===== src/rtl/dataflow_rx.sv =====
// dataflow_rx: UART-style serial receiver.
// The frame is idle high, a start 0, n data bits LSB first, an optional parity bit and a stop 1.
// The optional macro RX_INPUT_SYNC_EN adds a two-flop synchronizer on Rx.
// The synchronizer delays every sample point by two cycles relative to the pin.
//
// state  | meaning
// IDLE   | line idle, waiting for a 0 sample (start edge)
// START  | half a bit in, confirm the start bit is still 0
// DATA   | sample n data bits at bit centres, LSB first
// PARITY | sample the parity bit (only if parity was latched on)
// STOP   | sample the stop bit, then report the frame
// BREAK  | stop bit was 0; wait for the line to go high again
module dataflow_rx #(
  parameter int n            = 8,
  parameter int CLKS_PER_BIT = 4
) (
  input  logic         clk,
  input  logic         rst,
  input  logic         Rx,
  input  logic         parity_check,
  input  logic         parity_type_even_odd,
  output logic [n-1:0] Q,
  output logic         valid,
  output logic         parity_err,
  output logic         frame_err
);

  localparam int CW = $clog2(CLKS_PER_BIT);
  localparam int BW = (n > 1) ? $clog2(n) : 1;
  localparam logic [CW-1:0] HALF_LOAD = CW'(CLKS_PER_BIT / 2 - 1);
  localparam logic [CW-1:0] FULL_LOAD = CW'(CLKS_PER_BIT - 1);
  localparam logic [BW-1:0] LAST_BIT  = BW'(n - 1);

  typedef enum logic [2:0] {
    IDLE   = 3'd0,
    START  = 3'd1,
    DATA   = 3'd2,
    PARITY = 3'd3,
    STOP   = 3'd4,
    BREAK  = 3'd5
  } state_t;

  state_t         state, state_nxt;
  logic [CW-1:0]  cnt;
  logic [BW-1:0]  bit_idx;
  logic [n-1:0]   shreg;
  logic [n-1:0]   shift_nxt;
  logic           par_acc;
  logic           par_en_q;
  logic           par_even_q;
  logic           perr_q;
  logic           rx_s;
  logic           tick;
  logic           load_half;
  logic           load_full;
  logic           shift_en;
  logic           par_sample;
  logic           stop_sample;

`ifdef RX_INPUT_SYNC_EN
  logic [1:0] sync_q;

  // Two-flop synchronizer; resets to the idle line level so reset never looks like a start bit.
  always_ff @(posedge clk) begin
    if (rst) sync_q <= 2'b11;
    else     sync_q <= {sync_q[0], Rx};
  end

  assign rx_s = sync_q[1];
`else
  assign rx_s = Rx;
`endif

  assign tick = (cnt == '0);

  // State register.
  always_ff @(posedge clk) begin
    if (rst) state <= IDLE;
    else     state <= state_nxt;
  end

  // Next-state logic; every sample point is the terminal count of the bit timer.
  always_comb begin
    state_nxt = state;
    case (state)
      IDLE:   if (!rx_s) state_nxt = START;
      START:  if (tick) state_nxt = rx_s ? IDLE : DATA;
      DATA:   if (tick && (bit_idx == LAST_BIT)) state_nxt = par_en_q ? PARITY : STOP;
      PARITY: if (tick) state_nxt = STOP;
      STOP:   if (tick) state_nxt = rx_s ? IDLE : BREAK;
      BREAK:  if (rx_s) state_nxt = IDLE;
      default: state_nxt = IDLE;
    endcase
  end

  // Datapath control strobes decoded from state and the timer.
  always_comb begin
    load_half   = 1'b0;
    load_full   = 1'b0;
    shift_en    = 1'b0;
    par_sample  = 1'b0;
    stop_sample = 1'b0;
    case (state)
      IDLE:   load_half = !rx_s;
      START:  load_full = tick;
      DATA: begin
        load_full = tick;
        shift_en  = tick;
      end
      PARITY: begin
        load_full  = tick;
        par_sample = tick;
      end
      STOP:   stop_sample = tick;
      default: ;
    endcase
  end

  // Shift register with the next sampled bit placed in the MSB.
  always_comb begin
    shift_nxt        = shreg >> 1;
    shift_nxt[n-1]   = rx_s;
  end

  // Bit timer, bit index, shift register and parity accumulation.
  // Frame options are captured at the start edge so that later changes cannot affect the frame.
  always_ff @(posedge clk) begin
    if (rst) begin
      cnt        <= '0;
      bit_idx    <= '0;
      shreg      <= '0;
      par_acc    <= 1'b0;
      par_en_q   <= 1'b0;
      par_even_q <= 1'b0;
      perr_q     <= 1'b0;
    end else begin
      if (load_half)        cnt <= HALF_LOAD;
      else if (load_full)   cnt <= FULL_LOAD;
      else if (cnt != '0)   cnt <= cnt - 1'b1;

      if (load_half) begin
        bit_idx    <= '0;
        par_acc    <= 1'b0;
        perr_q     <= 1'b0;
        par_en_q   <= parity_check;
        par_even_q <= parity_type_even_odd;
      end else begin
        if (shift_en) begin
          shreg   <= shift_nxt;
          par_acc <= par_acc ^ rx_s;
          if (bit_idx != LAST_BIT) bit_idx <= bit_idx + 1'b1;
        end
        if (par_sample)
          perr_q <= par_even_q ? (par_acc ^ rx_s) : ~(par_acc ^ rx_s);
      end
    end
  end

  // Frame report: one-cycle valid, with Q and the flags held until the next frame completes.
  always_ff @(posedge clk) begin
    if (rst) begin
      valid      <= 1'b0;
      Q          <= '0;
      parity_err <= 1'b0;
      frame_err  <= 1'b0;
    end else begin
      valid <= stop_sample;
      if (stop_sample) begin
        Q          <= shreg;
        parity_err <= par_en_q & perr_q;
        frame_err  <= ~rx_s;
      end
    end
  end

endmodule


===== config.mk =====
export PLATFORM = sky130hd
export DESIGN_NAME = dataflow_rx
export DESIGN_NICKNAME = d
export VERILOG_FILES = /design/src/rtl/dataflow_rx.sv
export SDC_FILE = /design/constraint.sdc
export NUM_CORES = 1
export LEC_CHECK = 0
export CAP_MARGIN = 20
export CORE_MARGIN = 3
export CORE_UTILIZATION = 56
export DETAILED_ROUTE_END_ITERATION = 7
export PLACE_DENSITY_LB_ADDON = 0.15
export SKIP_CTS_REPAIR_TIMING = 1
export SYNTH_ARGS = -nofsm -noshare
export SYNTH_HDL_FRONTEND = slang
export SYNTH_SLANG_ARGS = --single-unit

===== constraint.sdc =====
create_clock -name clk -period 2.8 [get_ports clk]
set_input_delay 0.56 -clock clk [delete_from_list [all_inputs] [get_ports clk]]
set_output_delay 0.56 -clock clk [all_outputs]
set_load 0.005 [all_outputs]

==> results.toml, run 1 <==
[floorplan]
coreArea_sq_mm = 0.00208
die_w_microns = 54.5
die_area_sq_mm = 0.00297
rows = 16
initial_utilization_pct = 63.3
num_io_pins = 16
chipHeight_microns = 54.5

[detailed_routing]
first_pass_iters = 4
post-route-drc-count = 0
vias_per_cell = 5.44
ant_nets = 0
vias = 1105
drt-initial-drc-count = 29
wire_per_inst_microns = 12.3
totalWireLength_microns = 2500

[timing]
fmax_mhz = 527
timing.hold.ws_ps = 462
period_share_pct = 67.8
final_hold_viol_count = 0
slew_headroom_pct = 67.8
timing.final.max_slew_violations = 0
rsz0062_at_grt = "no"
finClkSkew_ps = 4.62
setup_slack_ps = 902
setup_tns_ps = 0
setup_viol = 0
tightest_slew_ps = 481
fin_crit_ps = 1900

[synth]
syn_area_sq_mm = 0.00132
synth_top_area_share_pct = 47.1
yosys_warnings = 0
async_flop_share_pct = 0
yosysUniqueCellTypes = 31
ys_seq_elements = 31
synth.area.top_cells = "dfxtp_1 (47%), nand2_1 (10%), a21oi_1 (8.4%)"
yosys.cell_count.top_type = "nand2_1"
synth-edff-count = 0
syn_inst = 162
synth_area_leader_cell = "dfxtp_1"
synth_common_cells = "nand2_1 (36), dfxtp_1 (31), a21oi_1 (22)"
synth-main-ff-cell = "dfxtp_1"
syn-num-nets = 170
syn_avg_cell_area_sq_um = 8.13
synth_seq_area_share_pct = 47.1

[finish]
final-seq-area_sq_um = 621
multi_input_area_sq_um = 624
nNetsFinal = 183
layoutNonFillerInstCount = 203
diodes = 0
fillers = 172
layout-drive-gt1-share_pct = 6.82
fin_area_sq_mm = 0.00152
syn_to_final_growth_pct = 15.4

[global_route]
grt_overflow = 0
antenna_found_initial = 0
busiest_layer = "met2"
use_met3_pct = 6.27
grt_usage_pct = 20.6
grt_pass1_vias = 981
grt_pass1_wl_microns = 4270
use_met1_pct = 26.1
grt.met2_usage_pct = 31.7
grt_max_degree = 20

[critical_path]
crit_chain = "inv_1, ha_1, nand4bb_1, nor2_1, xnor2_1, nor2_1"
startpoint_type = "flop"
slowest_stage = "nand4bb_1"
arrival_ps = 2120
r2r-start = "cnt[0]$_SDFFE_PP0P_"
rr_worst_depth = 6
rr_endpoint = "bit_idx[0]$_SDFFE_PP0P_"
critical_path_class = "flop to flop"
cp.required_ps = 3020
cp_common_cell = "nor2_1"
cp_max_fo = 11
critical-path-max-stage-delay_ps = 470
crit_path_start = "cnt[0]$_SDFFE_PP0P_"
endpoint_kind = "flop"
r2r_slack_ps = 900

[clocking]
clock_path_buffers = 2
cts_sinks = 31
path_clk_slew_ps = 90
cts_root_buf = "clkbuf_4"
htreeDepth = 2
cts_inserted_buffers = 5
tritoncts = "yes"
clk_latency_ps = 320

[power]
p_per_area_mw_per_mm2 = 723
p_leak_nw = 0.543
ir_drop_mv = 0.523

[min_path]
hp-start = "Q[3]$_SDFFE_PP0P_"
whs_endpoint = "Q[3]$_SDFFE_PP0P_"
min_path_cells = 2
hold_class = "flop to flop"

[outcome]
outcome = "finished, final reports clean"

[placed_design]
place_ws_ps = 665
io_buffers = 15
placed_cell_area_sq_mm = 0.00147
gp_congestion = 0.911
dp.cells = 195
dp_hpwl_microns = 1780

[flow_run]
cap_violations = 0
-- state kept, by name (all words and copies together), names as in the netlist --
name and cells:
par_even_q 1, Q 8, valid 1, cnt 2, par_en_q 1, shreg 8, bit_idx 3, parity_err 1
perr_q 1, frame_err 1, state 3, par_acc 1
-- worst max-delay path by stage --
stage / end
2_1_floorplan: cnt[1]$_SDFFE_PP0P_
3_3_place_gp: state[0]$_SDFFE_PP0P_
3_5_place_dp: state[0]$_SDFFE_PP0P_
4_1_cts: bit_idx[0]$_SDFFE_PP0P_
5_1_grt: bit_idx[0]$_SDFFE_PP0P_
6_report: bit_idx[0]$_SDFFE_PP0P_
-- layout make-up --
class	count	area share [%]
Multi-Input combinational cell	114	41.1
Sequential cell	31	40.8
Timing Repair Buffer	18	11.4
Clock buffer	7	2.96
Tap cell	27	2.22
Inverter	5	1.23
Clock inverter	1	0.329
-- through the flow --
step | util [%] | power, W
floorplan | - | 0.000800
global placement | 70.6 | 0.000862
detailed placement | 70.6 | 0.000869
CTS | 73.0 | 0.00111
global route | 73.0 | 0.00118
finish | 73.0 | 0.00110
-- routing by layer --
layer  share of wire (%)  up-vias
met2                  47       32
met1                  47      495
met5                   0        -
met3                 5.3        4
met4                 1.2        0
li1                    -      574
-- cells in the final DEF, fill, tap and decap left out, types with 2 or more instances in the layout --
cell / count
a211oi_1: 4
a21oi_1: 22
buf_4: 3
clkbuf_1: 2
clkbuf_4: 5
clkdlybuf4s50_1: 15
dfxtp_1: 31
ha_1: 3
inv_1: 5
mux2i_1: 2
nand2_1: 36
nand3_1: 2
nor2_1: 14
nor2b_1: 2
nor3_1: 4
o21ai_0: 6
xnor2_1: 2
xor2_1: 2
-- power by group --
group	switching (W)	total, W	internal [W]
Sequential	0.0000571	0.000538	0.000481
Combinational	0.000184	0.000321	0.000137
Clock	0.000142	0.000240	0.0000978
-- worst max-delay path: cells and delay by family, from the launching register on --
family / cells / cell delay [ps]
adders and majority gates: 1 / 380
buffers and inverters: 1 / 70
and+or+nand+nor: 3 / 890
DFF: 1 / 320
xor gates and xnor gates: 1 / 160
-- cell families (layout without fill, tap and decap cells) --
| group | after synthesis | after routing | synth area share, % |
|---|---|---|---|
| buffers and inverters | 17 | 31 | 5.51 |
| muxes | 2 | 2 | 1.52 |
| and+or+nand+nor | 65 | 65 | 22.0 |
| xor gates and xnor gates | 4 | 4 | 2.66 |
| adders and majority gates | 3 | 3 | 2.85 |
| AOI/OAI and AO/OA | 40 | 40 | 18.3 |
| DFF | 31 | 31 | 47.1 |
Note: power is estimated with default switching activity, not from simulation.
==> run 2, diff against run 1 <==
--- a/config.mk
+++ b/config.mk
@@ -7,7 +7,7 @@
 export LEC_CHECK = 0
 export CAP_MARGIN = 20
 export CORE_MARGIN = 3
-export CORE_UTILIZATION = 56
+export CORE_UTILIZATION = 48
 export DETAILED_ROUTE_END_ITERATION = 7
 export PLACE_DENSITY_LB_ADDON = 0.15
 export SKIP_CTS_REPAIR_TIMING = 1
==> constraint.sdc (replaced) <==
create_clock -name clk -period 1.7 [get_ports clk]
set_input_delay 0.34 -clock clk [delete_from_list [all_inputs] [get_ports clk]]
set_output_delay 0.34 -clock clk [all_outputs]
set_load 0.005 [all_outputs]
==> run 2 against run 1 <==
Net effect: combinational power rose by 96%; critical endpoint is now state[0]$_SDFFE_PP0P_; largest cell class unchanged; sequential power rose by 68%; sequential share of layout area fell by 2.9 points; design area rose by 7.6%; core utilization fell by 8.8 points; non-clock buffer count rose by 9; global-route usage fell by 2.4 points; die area rose by 15%; first-iteration DRC count fell by 21%.
==> results.toml, run 2 (same netlist as run 1, synthesis figures left out) <==
[detailed_routing]
drt-initial-drc-count = 23
wire_per_inst_microns = 12.8
first_pass_iters = 4
vias_per_cell = 5.36
post-route-drc-count = 0
totalWireLength_microns = 2730
vias = 1146
ant_nets = 0

[timing]
final_hold_viol_count = 0
timing.final.max_slew_violations = 0
fmax_mhz = 618
setup_slack_ps = 83.0
period_share_pct = 95.1
timing.hold.ws_ps = 452
slew_headroom_pct = 66.0
tightest_slew_ps = 509
setup_viol = 0
setup_tns_ps = 0
fin_crit_ps = 1620
finClkSkew_ps = 10.6

[clocking]
cts_inserted_buffers = 5
path_clk_slew_ps = 90
cts_root_buf = "clkbuf_4"
htreeDepth = 2
tritoncts = "yes"
clk_latency_ps = 320
cts_sinks = 31
clock_path_buffers = 2

[placed_design]
gp_congestion = 0.824
io_buffers = 15
place_ws_ps = -142
dp_hpwl_microns = 2020

[flow_run]
cap_violations = 0

[finish]
fin_util_pct = 64.3
syn_to_final_growth_pct = 24.1
reg_top3 = "Q: 8 flops, shreg: 8 flops"
nNetsFinal = 192
diodes = 0
layout-drive-gt1-share_pct = 14.7
layout_commonest_cell = "nand2_1"
most-common-layout-cells = "nand2_1 (36), dfxtp_1 (31), a21oi_1 (22)"

[global_route]
grt_pass1_vias = 1102
grt_pass1_wl_microns = 4690
grt_overflow = 0
grt_max_degree = 22
antenna_found_initial = 0
grt_usage_pct = 18.2

[critical_path]
slowest_stage = "dfxtp_1"
cp_max_fo = 4
startpoint_type = "flop"
arrival_ps = 1850
r2r-start = "bit_idx[0]$_SDFFE_PP0P_"
endpoint_kind = "flop"
critical_path_class = "flop to flop"
crit_path_start = "bit_idx[0]$_SDFFE_PP0P_"
crit_chain = "ha_2, ha_4, a21o_1, a211o_1, o31a_1, a221oi_2"
cp.required_ps = 1940
critical-path-max-stage-delay_ps = 320

[power]
p_leak_nw = 0.589
ir_drop_mv = 1.02
p_per_area_mw_per_mm2 = 1200

[min_path]
hold_class = "flop to flop"
hp-start = "shreg[0]$_SDFFE_PP0P_"

[outcome]
outcome = "finished, final reports clean"

[floorplan]
num_io_pins = 16
chipHeight_microns = 58.4
die_w_microns = 58.4
die_area_sq_mm = 0.00341
coreArea_sq_mm = 0.00254
rows = 18
initial_utilization_pct = 51.8
run 2: layout make-up:
cell class / instances / area, sq um
multi-input combinational: 114 / 662
sequential: 31 / 621
clock inverter: 1 / 5.00
clock buffer: 6 / 51.3
timing repair buffer: 27 / 240
inverter: 5 / 18.8
fill: 228 / 910
tap: 30 / 37.5
run 2: layer usage:
layer | vias to the layer above | wire (microns) | global-route usage [%]
met1 | 523 | 1270 | 22.0
met2 | 28 | 1280 | 29.3
met5 | - | 0 | 0
li1 | 588 | - | -
met4 | 0 | 44 | 6.95
met3 | 7 | 139 | 6.80
run 2: worst paths after layout:
path | to | slack (ps) | cells after the start
setup / recovery | state[0]$_SDFFE_PP0P_ | 80 | 6
hold / removal | Q[0]$_SDFFE_PP0P_ | 450 | 2
hold reg to reg | Q[0]$_SDFFE_PP0P_ | 450 | 2
setup reg to reg | state[0]$_SDFFE_PP0P_ | 80 | 6
run 2: per-stage QoR:
stage / area [sq um] / instances / total power [W]
after floorplan: 1320 / 162 / 0.00132
after global placement: 1540 / 207 / 0.00148
after detailed placement: 1540 / 207 / 0.00151
after CTS: 1600 / 214 / 0.00193
after global routing: 1640 / 214 / 0.00210
final: 1640 / 214 / 0.00196
run 2: power by group:
group / leakage [nW] / internal [W] / switching, W
Combinational: 0.303 / 0.000301 / 0.000329
Clock: 0.0341 / 0.000191 / 0.000230
Sequential: 0.251 / 0.000792 / 0.000112
run 2: worst max-delay path, delay by kind of cell, from the launching register on:
family	cells	cell delay (ps)
DFF	1	320
adders and majority gates	2	360
AOI/OAI and AO/OA	4	840
